$ cat config.mk
export PLATFORM = sky130hd
export DESIGN_NAME = adc_rx_pack
export DESIGN_NICKNAME = d
export VERILOG_FILES = /design/src/rtl/adc_rx_pack_pkg.sv /design/src/rtl/rx_sync_fifo.sv /design/src/rtl/adc_rx_pack.sv
export SDC_FILE = /design/constraint.sdc
export NUM_CORES = 1
export LEC_CHECK = 0
export CORE_ASPECT_RATIO = 1.2
export CORE_UTILIZATION = 46
export CTS_CLUSTER_SIZE = 40
export DETAILED_ROUTE_END_ITERATION = 10
export PLACE_DENSITY = 0.73
export SLEW_MARGIN = 10
export SYNTH_ARGS = -nofsm -noshare
export SYNTH_HDL_FRONTEND = slang
export SYNTH_SLANG_ARGS = --single-unit
$ cat constraint.sdc
create_clock -name adc_clk -period 20.7 [get_ports adc_clk]
set_input_delay 4.14 -clock adc_clk [delete_from_list [all_inputs] [get_ports adc_clk]]
set_output_delay 4.14 -clock adc_clk [all_outputs]
set_load 0.03 [all_outputs]
$ cat src/rtl/adc_rx_pack_pkg.sv
// adc_rx_pack shared types: FSM encoding, ADC word layout, limits.
// Optional DC removal is built with ADC_RX_PACK_DC_REMOVE_EN.
package adc_rx_pack_pkg;

  typedef enum logic [1:0] {
    ST_IDLE  = 2'd0,
    ST_RUN   = 2'd1,
    ST_DRAIN = 2'd2
  } state_t;

  localparam int SAMP_W = 16;
  localparam int I0_LSB = 0;
  localparam int Q0_LSB = 16;
  localparam int I1_LSB = 32;
  localparam int Q1_LSB = 48;

  localparam logic [15:0] OVF_CNT_MAX = 16'hFFFF;

  localparam int DC_SHIFT = 6;
  localparam int DC_W     = 22;

  function automatic logic [SAMP_W-1:0] sat16(
    input logic signed [DC_W:0] v
  );
    if (v > 23'sd32767)
      return 16'h7FFF;
    else if (v < -23'sd32768)
      return 16'h8000;
    else
      return v[SAMP_W-1:0];
  endfunction

endpackage

$ cat src/rtl/rx_sync_fifo.sv
// Single-clock show-ahead FIFO: head word is always on rd_data.
// A write into a full FIFO only lands when a read frees a slot.
module rx_sync_fifo #(
  parameter int W  = 32,
  parameter int AW = 4
) (
  input  logic         clk,
  input  logic         rst,
  input  logic         wr_en,
  input  logic [W-1:0] wr_data,
  input  logic         rd_en,
  output logic [W-1:0] rd_data,
  output logic         full,
  output logic         empty,
  output logic [AW:0]  level
);

  localparam logic [AW:0] LVL_FULL = (AW+1)'(1) << AW;

  logic [W-1:0] mem [2**AW];
  logic [AW:0]  wr_ptr;
  logic [AW:0]  rd_ptr;
  logic         wr_ok;
  logic         rd_ok;

  assign level   = wr_ptr - rd_ptr;
  assign full    = (level == LVL_FULL);
  assign empty   = (level == '0);
  assign rd_ok   = rd_en && !empty;
  assign wr_ok   = wr_en && (!full || rd_ok);
  assign rd_data = mem[rd_ptr[AW-1:0]];

  always_ff @(posedge clk or posedge rst) begin
    if (rst) begin
      wr_ptr <= '0;
      rd_ptr <= '0;
      for (int i = 0; i < 2**AW; i++)
        mem[i] <= '0;
    end else begin
      if (wr_ok) begin
        mem[wr_ptr[AW-1:0]] <= wr_data;
        wr_ptr <= wr_ptr + 1'b1;
      end
      if (rd_ok)
        rd_ptr <= rd_ptr + 1'b1;
    end
  end

endmodule

$ cat src/rtl/adc_rx_pack.sv
// ADC rx packer: antenna select, decimation, FIFO to rx stream.
// Define ADC_RX_PACK_DC_REMOVE_EN for DC removal (+1 cycle latency).
module adc_rx_pack
  import adc_rx_pack_pkg::*;
#(
  parameter int ADC_PACK_DATA_WIDTH = 64,
  parameter int IQ_WIDTH            = 32,
  parameter int FIFO_AW             = 4
) (
  input  logic                           adc_clk,
  input  logic                           adc_rst,
  input  logic [ADC_PACK_DATA_WIDTH-1:0] adc_data,
  input  logic                           adc_valid,
  output logic                           adc_ovf,
  input  logic                           enable,
  input  logic                           ant_sel,
  input  logic [3:0]                     decim_m1,
  output logic [IQ_WIDTH-1:0]            m_data,
  output logic                           m_valid,
  input  logic                           m_ready,
  output logic [FIFO_AW:0]               fifo_level,
  output logic [15:0]                    ovf_cnt,
  output logic                           busy
);

  state_t state;
  state_t state_nxt;

  logic                start;
  logic                run;
  logic                ant_sh;
  logic [3:0]          decim_sh;
  logic [3:0]          cnt;
  logic                cap_valid;
  logic [IQ_WIDTH-1:0] cap_data;
  logic                wr_valid;
  logic [IQ_WIDTH-1:0] wr_data;
  logic                pipe_busy;
  logic                fifo_full;
  logic                fifo_empty;
  logic                pop;
  logic                drop;

  assign start = (state == ST_IDLE) && enable;
  assign run   = (state == ST_RUN);
  assign busy  = (state != ST_IDLE);

  always_ff @(posedge adc_clk or posedge adc_rst) begin
    if (adc_rst)
      state <= ST_IDLE;
    else
      state <= state_nxt;
  end

  // DRAIN also waits for in-flight pipeline words to land
  always_comb begin
    state_nxt = state;
    unique case (state)
      ST_IDLE:  if (enable) state_nxt = ST_RUN;
      ST_RUN:   if (!enable) state_nxt = ST_DRAIN;
      ST_DRAIN: begin
        if (enable)
          state_nxt = ST_RUN;
        else if (fifo_empty && !pipe_busy)
          state_nxt = ST_IDLE;
      end
      default:  state_nxt = ST_IDLE;
    endcase
  end

  always_ff @(posedge adc_clk or posedge adc_rst) begin
    if (adc_rst) begin
      ant_sh    <= 1'b0;
      decim_sh  <= '0;
      cnt       <= '0;
      cap_valid <= 1'b0;
      cap_data  <= '0;
    end else begin
      cap_valid <= run && adc_valid && (cnt == '0);
      if (start) begin
        ant_sh   <= ant_sel;
        decim_sh <= decim_m1;
        cnt      <= '0;
      end else if (run && adc_valid) begin
        cnt <= (cnt == decim_sh) ? 4'd0 : cnt + 4'd1;
        if (cnt == '0)
          cap_data <= ant_sh
            ? {adc_data[Q1_LSB +: SAMP_W], adc_data[I1_LSB +: SAMP_W]}
            : {adc_data[Q0_LSB +: SAMP_W], adc_data[I0_LSB +: SAMP_W]};
      end
    end
  end

`ifdef ADC_RX_PACK_DC_REMOVE_EN
  logic signed [DC_W-1:0]   dc_i;
  logic signed [DC_W-1:0]   dc_q;
  logic signed [SAMP_W-1:0] xi;
  logic signed [SAMP_W-1:0] xq;
  logic signed [DC_W:0]     di;
  logic signed [DC_W:0]     dq;
  logic                     dc_valid;
  logic [IQ_WIDTH-1:0]      dc_data;

  assign xi = cap_data[SAMP_W-1:0];
  assign xq = cap_data[2*SAMP_W-1:SAMP_W];
  assign di = xi - dc_i;
  assign dq = xq - dc_q;

  always_ff @(posedge adc_clk or posedge adc_rst) begin
    if (adc_rst) begin
      dc_i     <= '0;
      dc_q     <= '0;
      dc_valid <= 1'b0;
      dc_data  <= '0;
    end else begin
      dc_valid <= cap_valid;
      if (start) begin
        dc_i <= '0;
        dc_q <= '0;
      end else if (cap_valid) begin
        dc_i    <= dc_i + DC_W'(di >>> DC_SHIFT);
        dc_q    <= dc_q + DC_W'(dq >>> DC_SHIFT);
        dc_data <= {sat16(dq), sat16(di)};
      end
    end
  end

  assign wr_valid  = dc_valid;
  assign wr_data   = dc_data;
  assign pipe_busy = cap_valid || dc_valid;
`else
  assign wr_valid  = cap_valid;
  assign wr_data   = cap_data;
  assign pipe_busy = cap_valid;
`endif

  rx_sync_fifo #(
    .W  (IQ_WIDTH),
    .AW (FIFO_AW)
  ) u_fifo (
    .clk     (adc_clk),
    .rst     (adc_rst),
    .wr_en   (wr_valid),
    .wr_data (wr_data),
    .rd_en   (pop),
    .rd_data (m_data),
    .full    (fifo_full),
    .empty   (fifo_empty),
    .level   (fifo_level)
  );

  assign m_valid = !fifo_empty;
  assign pop     = m_valid && m_ready;
  assign drop    = wr_valid && fifo_full && !pop;

  always_ff @(posedge adc_clk or posedge adc_rst) begin
    if (adc_rst) begin
      adc_ovf <= 1'b0;
      ovf_cnt <= '0;
    end else if (start) begin
      adc_ovf <= 1'b0;
      ovf_cnt <= '0;
    end else if (drop) begin
      adc_ovf <= 1'b1;
      if (ovf_cnt != OVF_CNT_MAX)
        ovf_cnt <= ovf_cnt + 16'd1;
    end
  end

endmodule

==> impl_metrics.env <==
export IMPL_floorplan_initialDensity_pct=46.7
export IMPL_pwr_density_cell_nw_per_um2=136
export IMPL_clock_insertion_delay_worst_skew_ns=0.62
export IMPL_synth_largest_type_area_fraction_pct=54.4
export IMPL_clockRootBuffer="sky130_fd_sc_hd__clkbuf_16"
export IMPL_switching_share_pct=33.4
export IMPL_routed_wire_length_per_instance_um=23.6
export IMPL_p_clk_share_pct=24.0
export IMPL_cts_sinks=583
export IMPL_synthesis_area_um2=26800
export IMPL_worst_r2r_setup_slack_ns=15.99
export IMPL_drt_pass1_iterations=7
export IMPL_total_switching_power_mw=1.38
export IMPL_synthAdderAreaFrac_pct=0.634
export IMPL_fmax_mhz=115
export IMPL_synth_top_family_by_area="multiplexers"
export IMPL_cts_buffers=56
export IMPL_grt_start_max_net_pins=192
export IMPL_synth_cell_type_count=49
export IMPL_grtUsageTotal_pct=21.0
export IMPL_post_route_drc_count=0
export IMPL_drt_initial_drc_count=819
export IMPL_post_cts_gate_resize_count=0
export IMPL_yosys_area_top_type="sky130_fd_sc_hd__dfrtp_1"
export IMPL_detail_route_antenna_nets=0
export IMPL_synth_compound_area_share_pct=1.47
export IMPL_post_cts_setup_buffers=0
export IMPL_fin_worst_skew_ns=0.0198
export IMPL_syn_instance_count=1705
export IMPL_ctsHtreeMaxLevel=2
export IMPL_pwr_total_mw=4.13
export IMPL_die_width_um=222
export IMPL_path_buf_inv=3
export IMPL_most_common_layout_cells="579 x sky130_fd_sc_hd__dfrtp_1, 442 x sky130_fd_sc_hd__mux2_2, 160 x sky130_fd_sc_hd__mux4_2"
export IMPL_cts_hold_buf=0
export IMPL_list_of_cells_traversed_by_the_critical_path="buf_4 > buf_4 > mux4_2 > mux4_2 > clkdlybuf4s50_1"
export IMPL_r2r_start="u_fifo.rd_ptr[0]"
export IMPL_place_area_um2=28600
export IMPL_clock_path_buffers=3
export IMPL_timing_critical_path_from_type="register"
export IMPL_final_period_utilization_pct=42.0
export IMPL_drive_above_1_share_pct=42.2
export IMPL_wl_um=60500
export IMPL_reg_power_share_pct=43.1
export IMPL_setup_worst_path_end_class="output port"
export IMPL_worst_setup_hold_path_clk_slew_ns=0.06
export IMPL_finalSetupTns_ns=0
export IMPL_die_height_um=267
export IMPL_timing_worst_setup_path_type="reg -> out"
export IMPL_global_route_overflow_total=0
export IMPL_p_leak_nw=13.9
export IMPL_via_count=15000
export IMPL_antenna_found_initial=0
export IMPL_largest_fanout_of_any_net_on_the_critical_path=69
export IMPL_internal_power_mw=2.75
export IMPL_worstPathRequired_ns=16.56
export IMPL_std_cell_rows=96
export IMPL_syn2layout_area_growth_pct=13.3
export IMPL_max_rail_drop_vdd_mv=0.108
export IMPL_dp_hpwl_um=34300
export IMPL_final_net_count=1868
export IMPL_place_ws_ns=12.59
export IMPL_stdcell_area_um2=30400
export IMPL_boundaryPins=130
export IMPL_vias_in_the_first_global_route=16326
export IMPL_r2r_cells=10
export IMPL_critPathSlowestCell="sky130_fd_sc_hd__buf_4"
export IMPL_timing_hold_worst_endpoint="u_fifo.mem[322]"
export IMPL_routabilityCongestion=0.755
export IMPL_maxCapViolations=0
export IMPL_synth_avg_cell_area_um2=15.7
export IMPL_final_common_cell="sky130_fd_sc_hd__dfrtp_1"
export IMPL_fillers=4617
export IMPL_fin_crit_ns=8.70
export IMPL_die_outline_area_um2=59300
export IMPL_worst_pin_slew_ns=1.17
export IMPL_cp_slowest_stage_delay_ns=0.92
export IMPL_antenna_diode_count=0
export IMPL_timing_slew_headroom_pct=22.1
export IMPL_synth_seq_cells=583
export IMPL_run_status="complete, no violations"
export IMPL_min_path_type="reg -> reg"
export IMPL_synth_area_mux_share_pct=36.6
export IMPL_crit_arrival_ns=4.56
export IMPL_synth_nets=1792
export IMPL_worst_hold_startpoint="u_fifo.mem[322]"
export IMPL_combinationalPowerShare_pct=32.9
export IMPL_yosys_top_cells_area="sky130_fd_sc_hd__dfrtp_1 54%, sky130_fd_sc_hd__mux2_2 19%, sky130_fd_sc_hd__mux4_2 13%"
export IMPL_timing_hold_violations_final=0
export IMPL_synthSimpleGateAreaFrac_pct=3.32
export IMPL_coreArea_um2=57400
export IMPL_maxSlewViolCount=0
export IMPL_grt_setup_unrepaired="false"
export IMPL_path_delay_family="buffers and inverters"
export IMPL_timing_rr_end="u_fifo.mem[337]"
export IMPL_grt_pass1_wl_um=95900
export IMPL_finalWorstSetupSlack_ns=12.00
export IMPL_cts_tree="done"
export IMPL_synth_yosys_seq_area_share_pct=54.4
export IMPL_setup_viol=0
export IMPL_via_per_inst=5.86
export IMPL_port_buffers=129
export IMPL_worst_hold_path_cell_count=1
export IMPL_yosysWarnings=0
export IMPL_synth_xor_area_share_pct=0.653
cell families after synthesis:
logic type	Yosys count
AO/OA/AOI/OAI	70
XOR/XNOR	20
adder cells (fa/ha/maj)	13
buffers and inverters	154
flip-flops	583
multiplexers	706
AND/OR/NAND/NOR	159
power by group through the flow:
| stage | registers, mW | clock network [mW] | logic (mW) |
|---|---|---|---|
| 2_1_floorplan | 1.63 | 0 | 1.11 |
| 3_3_place_gp | 1.77 | 0 | 1.34 |
| 3_5_place_dp | 1.79 | 0 | 1.37 |
| 4_1_cts | 1.78 | 1.01 | 1.38 |
| 5_1_grt | 1.83 | 1.06 | 1.46 |
| 6_report | 1.78 | 0.991 | 1.36 |
sequential cells by signal, indices dropped and copies added (netlist names):
signal and count:
u_fifo.wr_ptr 5, ant_sh 1, adc_ovf 1, ovf_cnt 16, cap_valid 1, u_fifo.rd_ptr 5
cap_data 32, decim_sh 4, state 2, cnt 4, u_fifo.mem 512
cells in the mapped netlist, drive strengths merged:
| master | instances |
|---|---|
| a21boi | 1 |
| nand4b | 1 |
| nor4 | 3 |
| nor3 | 20 |
| o31ai | 4 |
| mux2 | 514 |
| nor2 | 17 |
| nand3 | 9 |
| o311ai | 2 |
| nand3b | 2 |
| and2 | 3 |
| mux4 | 160 |
| o21bai | 1 |
| a22oi | 1 |
| nand2b | 7 |
| nor4b | 1 |
| a21oi | 16 |
| xnor2 | 11 |
| o211ai | 1 |
| or3 | 6 |
| or4 | 4 |
| fa | 1 |
| ha | 12 |
| o41ai | 2 |
| buf | 76 |
| dfrtp | 583 |
| nor2b | 1 |
| o21ai | 40 |
| a31oi | 1 |
| mux2i | 32 |
| nand2 | 69 |
| xor2 | 9 |
| inv | 15 |
| or2 | 2 |
| and3 | 6 |
| nand4 | 8 |
| a31o | 1 |
| clkbuf | 63 |
stage by stage:
stage | hold WS (ns) | instances | utilization (%)
2_1_floorplan | 0.452 | 1705 | -
3_3_place_gp | 0.462 | 2458 | 49.8
3_5_place_dp | 0.472 | 2458 | 49.8
4_1_cts | 0.486 | 2559 | 52.9
5_1_grt | 0.501 | 2559 | 52.9
6_report | 0.486 | 2559 | 52.9
layout make-up:
type,instances,area (µm²),share of cell area [%]
multi-input combinational,968,11500,37.9
clock inverter,9,62.6,0.206
inverter,15,63.8,0.210
tap,735,920,3.03
clock buffer,92,1710,5.62
sequential,583,14600,48.0
timing repair buffer,157,1530,5.02
worst register-to-register path, cell delays in order (launching register included):
cell and delay (ns):
sky130_fd_sc_hd__dfrtp_4 0.70, sky130_fd_sc_hd__ha_1 0.33, sky130_fd_sc_hd__fa_1 0.40, sky130_fd_sc_hd__nand2b_1 0.18, sky130_fd_sc_hd__a21oi_2 0.14, sky130_fd_sc_hd__xor2_1 0.41
sky130_fd_sc_hd__inv_2 0.11, sky130_fd_sc_hd__and3_4 0.36, sky130_fd_sc_hd__nor3_4 1.02, sky130_fd_sc_hd__buf_4 0.53, sky130_fd_sc_hd__mux2_2 0.41
worst max path at each step:
stage,from,end,slack (ns),cells past startpoint
4_1_cts,u_fifo.rd_ptr[1],m_data[28],11.93,5
5_1_grt,u_fifo.rd_ptr[1],m_data[28],11.81,5
3_5_place_dp,u_fifo.rd_ptr[1],m_data[28],12.59,5
2_1_floorplan,adc_rst,adc_ovf,0.25,1
3_3_place_gp,u_fifo.rd_ptr[1],m_data[28],12.66,5
6_report,u_fifo.rd_ptr[1],m_data[28],12.00,5
metal layers:
metal  wire [µm]  vias to the layer above  GRT usage, %
met5           0                        -             0
met4        1400                        0          6.04
met3        2140                      105          3.27
met2       30700                      262          35.6
met1       26200                     8188          28.0
li1            -                     6445             -
No activity file was read; power rests on OpenSTA's default activity.
